--- config.mk ---
export PLATFORM = sky130hd
export DESIGN_NAME = demux_out_serializer
export DESIGN_NICKNAME = d
export VERILOG_FILES = /design/src/rtl/demux_out_serializer.sv
export SDC_FILE = /design/constraint.sdc
export NUM_CORES = 1
export LEC_CHECK = 0
export CAP_MARGIN = 30
export CORE_UTILIZATION = 46
export CTS_CLUSTER_DIAMETER = 80
export DETAILED_ROUTE_END_ITERATION = 8
export PLACE_DENSITY = 0.76
export SLEW_MARGIN = 10
export SYNTH_ARGS = -nofsm -noshare
export SYNTH_HDL_FRONTEND = slang
export SYNTH_SLANG_ARGS = --single-unit
--- constraint.sdc ---
create_clock -name clk -period 1.7 [get_ports clk]
set_input_delay 0.34 -clock clk [delete_from_list [all_inputs] [get_ports clk]]
set_output_delay 0.34 -clock clk [all_outputs]
set_load 0.05 [all_outputs]
--- src/rtl/demux_out_serializer.sv ---
// Serializer for the folded demux output word: captures on cap_req, streams LSB-first.
// Optional trailing even-parity bit when DEMUX_SER_PARITY_EN is defined.
module demux_out_serializer #(
   parameter int WIDTH = 500,
   parameter int CNT_W = 9
) (
   input  logic             clk,
   input  logic             rst_n,
   input  logic             cap_req,
   input  logic [WIDTH-1:0] par_in,
   output logic             ser_out,
   output logic             ser_valid,
   input  logic             ser_ready,
   output logic             frame_start,
   output logic             busy,
   output logic             done,
   output logic             overrun
);

`ifdef DEMUX_SER_PARITY_EN
   typedef enum logic [1:0] {IDLE, SHIFT, PARITY, DONE} state_t;
`else
   typedef enum logic [1:0] {IDLE, SHIFT, DONE} state_t;
`endif

   localparam logic [CNT_W-1:0] LAST = CNT_W'(WIDTH - 1);

   state_t             state_q, state_d;
   logic [WIDTH-1:0]   shadow_q, shadow_d;
   logic [CNT_W-1:0]   cnt_q, cnt_d;
   logic               overrun_q, overrun_d;
`ifdef DEMUX_SER_PARITY_EN
   logic               par_acc_q, par_acc_d;
`endif

   always_ff @(posedge clk or negedge rst_n) begin
      if (!rst_n) begin
         state_q   <= IDLE;
         shadow_q  <= '0;
         cnt_q     <= '0;
         overrun_q <= 1'b0;
`ifdef DEMUX_SER_PARITY_EN
         par_acc_q <= 1'b0;
`endif
      end else begin
         state_q   <= state_d;
         shadow_q  <= shadow_d;
         cnt_q     <= cnt_d;
         overrun_q <= overrun_d;
`ifdef DEMUX_SER_PARITY_EN
         par_acc_q <= par_acc_d;
`endif
      end
   end

   always_comb begin
      state_d   = state_q;
      shadow_d  = shadow_q;
      cnt_d     = cnt_q;
      overrun_d = overrun_q;
`ifdef DEMUX_SER_PARITY_EN
      par_acc_d = par_acc_q;
`endif
      // Any request outside IDLE is dropped but remembered.
      if (cap_req && state_q != IDLE) begin
         overrun_d = 1'b1;
      end
      unique case (state_q)
         IDLE: begin
            if (cap_req) begin
               shadow_d  = par_in;
               cnt_d     = '0;
               overrun_d = 1'b0;
`ifdef DEMUX_SER_PARITY_EN
               par_acc_d = 1'b0;
`endif
               state_d   = SHIFT;
            end
         end
         SHIFT: begin
            if (ser_ready) begin
               shadow_d = shadow_q >> 1;
`ifdef DEMUX_SER_PARITY_EN
               par_acc_d = par_acc_q ^ shadow_q[0];
`endif
               if (cnt_q == LAST) begin
`ifdef DEMUX_SER_PARITY_EN
                  state_d = PARITY;
`else
                  state_d = DONE;
`endif
               end else begin
                  cnt_d = cnt_q + 1'b1;
               end
            end
         end
`ifdef DEMUX_SER_PARITY_EN
         PARITY: begin
            if (ser_ready) begin
               state_d = DONE;
            end
         end
`endif
         DONE: begin
            state_d = IDLE;
         end
         default: begin
            state_d = IDLE;
         end
      endcase
   end

   always_comb begin
      ser_out   = 1'b0;
      ser_valid = 1'b0;
      unique case (state_q)
         SHIFT: begin
            ser_out   = shadow_q[0];
            ser_valid = 1'b1;
         end
`ifdef DEMUX_SER_PARITY_EN
         PARITY: begin
            ser_out   = par_acc_q;
            ser_valid = 1'b1;
         end
`endif
         default: begin
            ser_out   = 1'b0;
            ser_valid = 1'b0;
         end
      endcase
   end

   assign frame_start = (state_q == SHIFT) && (cnt_q == '0);
   assign busy        = (state_q != IDLE);
   assign done        = (state_q == DONE);
   assign overrun     = overrun_q;

endmodule

* After elaboration in Yosys (flattened, before gate mapping)
Cells that the tools add are included.
** Storage, ports and cells
- Word-level logic and storage cells :: 37
- Output and inout port bits :: 6
- Flip-flop bits (word level) :: 512
** Operators by class
- Add/subtract/negate cells :: 1
- Reductions and logical operators :: 9
- Equal/unequal tests :: 7
- Mux-type cells :: 16
** Operators with widths (count)
- $mux W500 :: 2
- $pmux W500 S2 :: 1
- $mux W9 :: 3
- $pmux W9 S2 :: 1
- $add A9 B1 Y9 const B :: 1
- $eq A9 B9 Y1 const B :: 1
- $logic_not A9 Y1 :: 1
- $ne A2 B2 Y1 const B :: 4
- $mux W2 :: 3
- $reduce_and A3 Y1 :: 2
- $mux W1 :: 5
- $pmux W2 S2 :: 1
- $reduce_and A4 Y1 :: 1
- $reduce_bool A2 Y1 :: 2
- $eq A2 B1 Y1 const B :: 1
- $eq A2 B2 Y1 const B :: 1
- $logic_and A1 B1 Y1 :: 2
- $logic_not A2 Y1 :: 1

* Longest topological paths before layout
- Depth in word-level cells :: 5
- Mapped depth :: 10
- Depth with buffers taken out :: 5

* Least setup slack after synthesis
Ideal clock, no wire load.
- Path type :: flip-flop to output port
- From :: reg state_q[1]
- To :: out frame_start
- Data required time :: 1.360 ns
- Buffers on the path :: 2
- Path slack :: -0.436 ns
- Cell stages (with the launch flop) :: 6
- Arrival time :: 1.796 ns
- Cell sequence :: dfrtp_1 nand2b_1 inv_2 buf_2 buf_2 and3_1
** On the way
- Word-level cells in the longest chain between the ends :: 2
** Ends and longest elaborated chain
- start, declared :: RTL line 28 : state_t state_q, state_d;
- start signal, assigned :: RTL line 46 : state_q <= state_d;
- $eq A2 B1 Y1 :: RTL line 134 : assign frame_start = (state_q == SHIFT) && (cnt_q == '0);
- $logic_and A1 B1 Y1 :: RTL line 134
- end, declared :: RTL line 14 : output logic frame_start,
No other way between the ends.

* Final worst setup path
- From :: reg cnt_q[6]
- To :: out frame_start
** On the way
- Word-level cells in the longest chain between the ends :: 2
** Ends and longest elaborated chain
- start, declared :: RTL line 30 : logic [CNT_W-1:0] cnt_q, cnt_d;
- start signal, assigned :: RTL line 48 : cnt_q <= cnt_d;
- $logic_not A9 Y1 :: RTL line 134
- $logic_and A1 B1 Y1 :: RTL line 134
No other way between the ends.

==> metrics.cfg <==
[synth]
synthCells=2244
synth_nets=2750
avgSynthCellArea_um2=10.4
synth_area_leaders=dfrtp_1 55%, mux2i_1 21%, o21ai_0 11%
yosys.area.top_type_share=0.548
yosysWarnings=0
synth_edf_count=0
ys_top_cells_by_count=512 x dfrtp_1, 506 x nand2_1, 504 x o21ai_0
synth_most_common_cell=dfrtp_1
netlist_area_um2=23400
ys.flop_type=dfrtp_1
synth_seq_cells=512
postSynth.asyncResetShare=1.00
synth_cell_types=38
ys_seq_area_frac=0.548
synth_area_leader_cell=dfrtp_1

[sta]
finClkSkew_ns=0.0118
fmax_mhz=454
setup_viol=511
finalWorstSetupSlack_ns=-0.504
slew_violations=0
finalHoldViolations=0
period_share=1.30
rsz0062_at_grt=true
tightest_slew_ns=0.433
post-route-min-period_ns=2.20
max-slew-margin-rel=0.711

[critical_path]
required_ns=1.36
critPathArrivalTime_ns=1.86
rr_worst_depth=8
start_kind=flop
crit_type=reg -> out
r2r-start=state_q[0]$_DFFE_PN0P_
crit_start=cnt_q[6]$_DFFE_PN0P_
reg2reg_to=shadow_q[103]$_DFFE_PN0P_
worstPathMaxFanout=6
endpoint=frame_start
worst-r2r-setup-slack_ns=-0.34
cp-end-kind=output port

[final_layout]
syn2layout_area_growth_pct=55.1
fin_area_um2=36300
fin_nets=3407
drive_gt1_frac=0.226
fillers=3111

[floorplanning]
fp-row-count=82
core-area_um2=50200
die_area_um2=51800
initial_core_util=0.466
die_y_um=228
ios=510
dieWidth_um=228

[global_route]
grt-ovfl-total=0
antenna_found_initial=17
grt_pass1_vias=18900
grt_max_degree=67
grtUsageTotal=0.240
grt_pass1_wl_mm=97.5

[clocking]
cts.sinks=512
clk_pin_slew_worst_paths_ns=0.06
clock_latency_ns=0.60
htree_num_levels=2
cts-root-buf=clkbuf_16
cts_made_buffers=54
cts_tree=done
ctsLongestPathBuffers=3

[power_and_ir_drop]
p_seq_frac=0.467
total_power_uw=34000
powerDensity_nw_per_um2=938
p_sw_uw=9690
vdd_drop_max_mv=0.878
leakagePower_uw=0.0191
switching_share=0.285
internal_power_uw=24300
clockPowerShare=0.341
p_comb_frac=0.192

[hold_path]
hp-class=in -> async

[status]
violations=negative setup slack
status=finished with violations

[route]
drtIter0Drc=1305
firstDrtPassIters=5
vias=20200
ant_nets=0
drc_errors=0
viasPerCell=5.56
wl_mm=81.0
wl_per_cell_um=22.3

[placement]
pre_cts_ws_ns=-0.278
placed_area_um2=30000
port_buffers=509
routabilityCongestion=0.855
dpl.hpwl_mm=45.4

[job]
cap_violations=0

flip-flops by register name, indices dropped and copies added, names as in the netlist, named ones only:
register  flops
state_q       2
cnt_q         9
shadow_q    500
routing by layer:
| metal | routed length, um | track usage | vias up |
|---|---|---|---|
| met2 | 40600 | 0.405 | 783 |
| met4 | 4080 | 0.106 | 14 |
| met5 | 93 | 0 | - |
| met3 | 5810 | 0.0658 | 259 |
| met1 | 30400 | 0.286 | 9999 |
| li1 | - | - | 9145 |
what timing repair did:
item | in CTS | in global routing
pin swaps | 4 | 143
resized for setup | 33 | 726
endpoints found under the hold margin | 32 | 0
buffers inserted | 12 | 32
setup endpoints to repair | 97 | 479
gates cloned | 3 | 96
hold buffers | 1 | 0
placed cells by master, fill, tap and decap left out, drive strengths merged, types with 2 or more instances in the layout:
cell type      netlist  layout
a21oi                5       5
diode                0      13
dfrtp              512     512
clkbuf              54     145
clkdlybuf4s50        0     502
o21ai              504     504
ha                   2       2
nor3                 3       3
nand2              506     506
and3                 3       3
buf                115     203
inv                  5       7
nor2                 8       8
a31oi                2       2
clkinvlp             0       2
mux2i              501     501
clkinv               0      14
nand3                5       5
critical path: stages (launching register included):
cell     delay [ns]
dfrtp_1        0.45
nor4_1         0.40
and3_4         0.27
buf_12         0.14
worst min path at each step:
stage          startpoint                        end
3_5_place_dp        rst_n  shadow_q[379]$_DFFE_PN0P_
2_1_floorplan       rst_n                  async pin
6_report            rst_n  shadow_q[378]$_DFFE_PN0P_
5_1_grt             rst_n  shadow_q[378]$_DFFE_PN0P_
4_1_cts             rst_n  shadow_q[378]$_DFFE_PN0P_
3_3_place_gp        rst_n  shadow_q[381]$_DFFE_PN0P_
per-stage QoR:
stage / setup TNS (ns) / std cells / hold slack (ns) / utilization
final: -59.70 / 3630 / 0.224 / 0.723
after floorplan: -0.0478 / 2244 / 0.0444 / -
after CTS: -1.29 / 3490 / 0.226 / 0.638
after detailed placement: -95.18 / 3374 / 0.270 / 0.598
after global routing: -99.22 / 3624 / 0.253 / 0.723
after global placement: -77.17 / 3374 / 0.266 / 0.598
power groups by stage:
stage	combinational [uW]	sequential [uW]	clock, uW
finish	6530	15900	11600
CTS	4920	15500	11700
global placement	4570	15500	0
global route	7120	16100	12200
floorplan	2520	15300	0
detailed placement	4830	15600	0
cell families after synthesis:
family | share of synthesized area
AO/OA/AOI/OAI | 0.113
multiplexers | 0.214
flip-flops | 0.548
AND/OR/NAND/NOR | 0.0880
adder cells (fa/ha/maj) | 0.00107
buffers and inverters | 0.0359
area by class of cell:
class	count	area (um^2)	share of cell area
Sequential cell	512	12800	0.353
Multi-Input combinational cell	1558	11300	0.312
Timing Repair Buffer	770	9530	0.263
Clock buffer	82	1620	0.0446
Tap cell	672	841	0.0232
Clock inverter	18	103	0.00283
Inverter	5	35.0	0.000966
Antenna cell	13	32.5	0.000897
(Power assumes the default switching activity.)
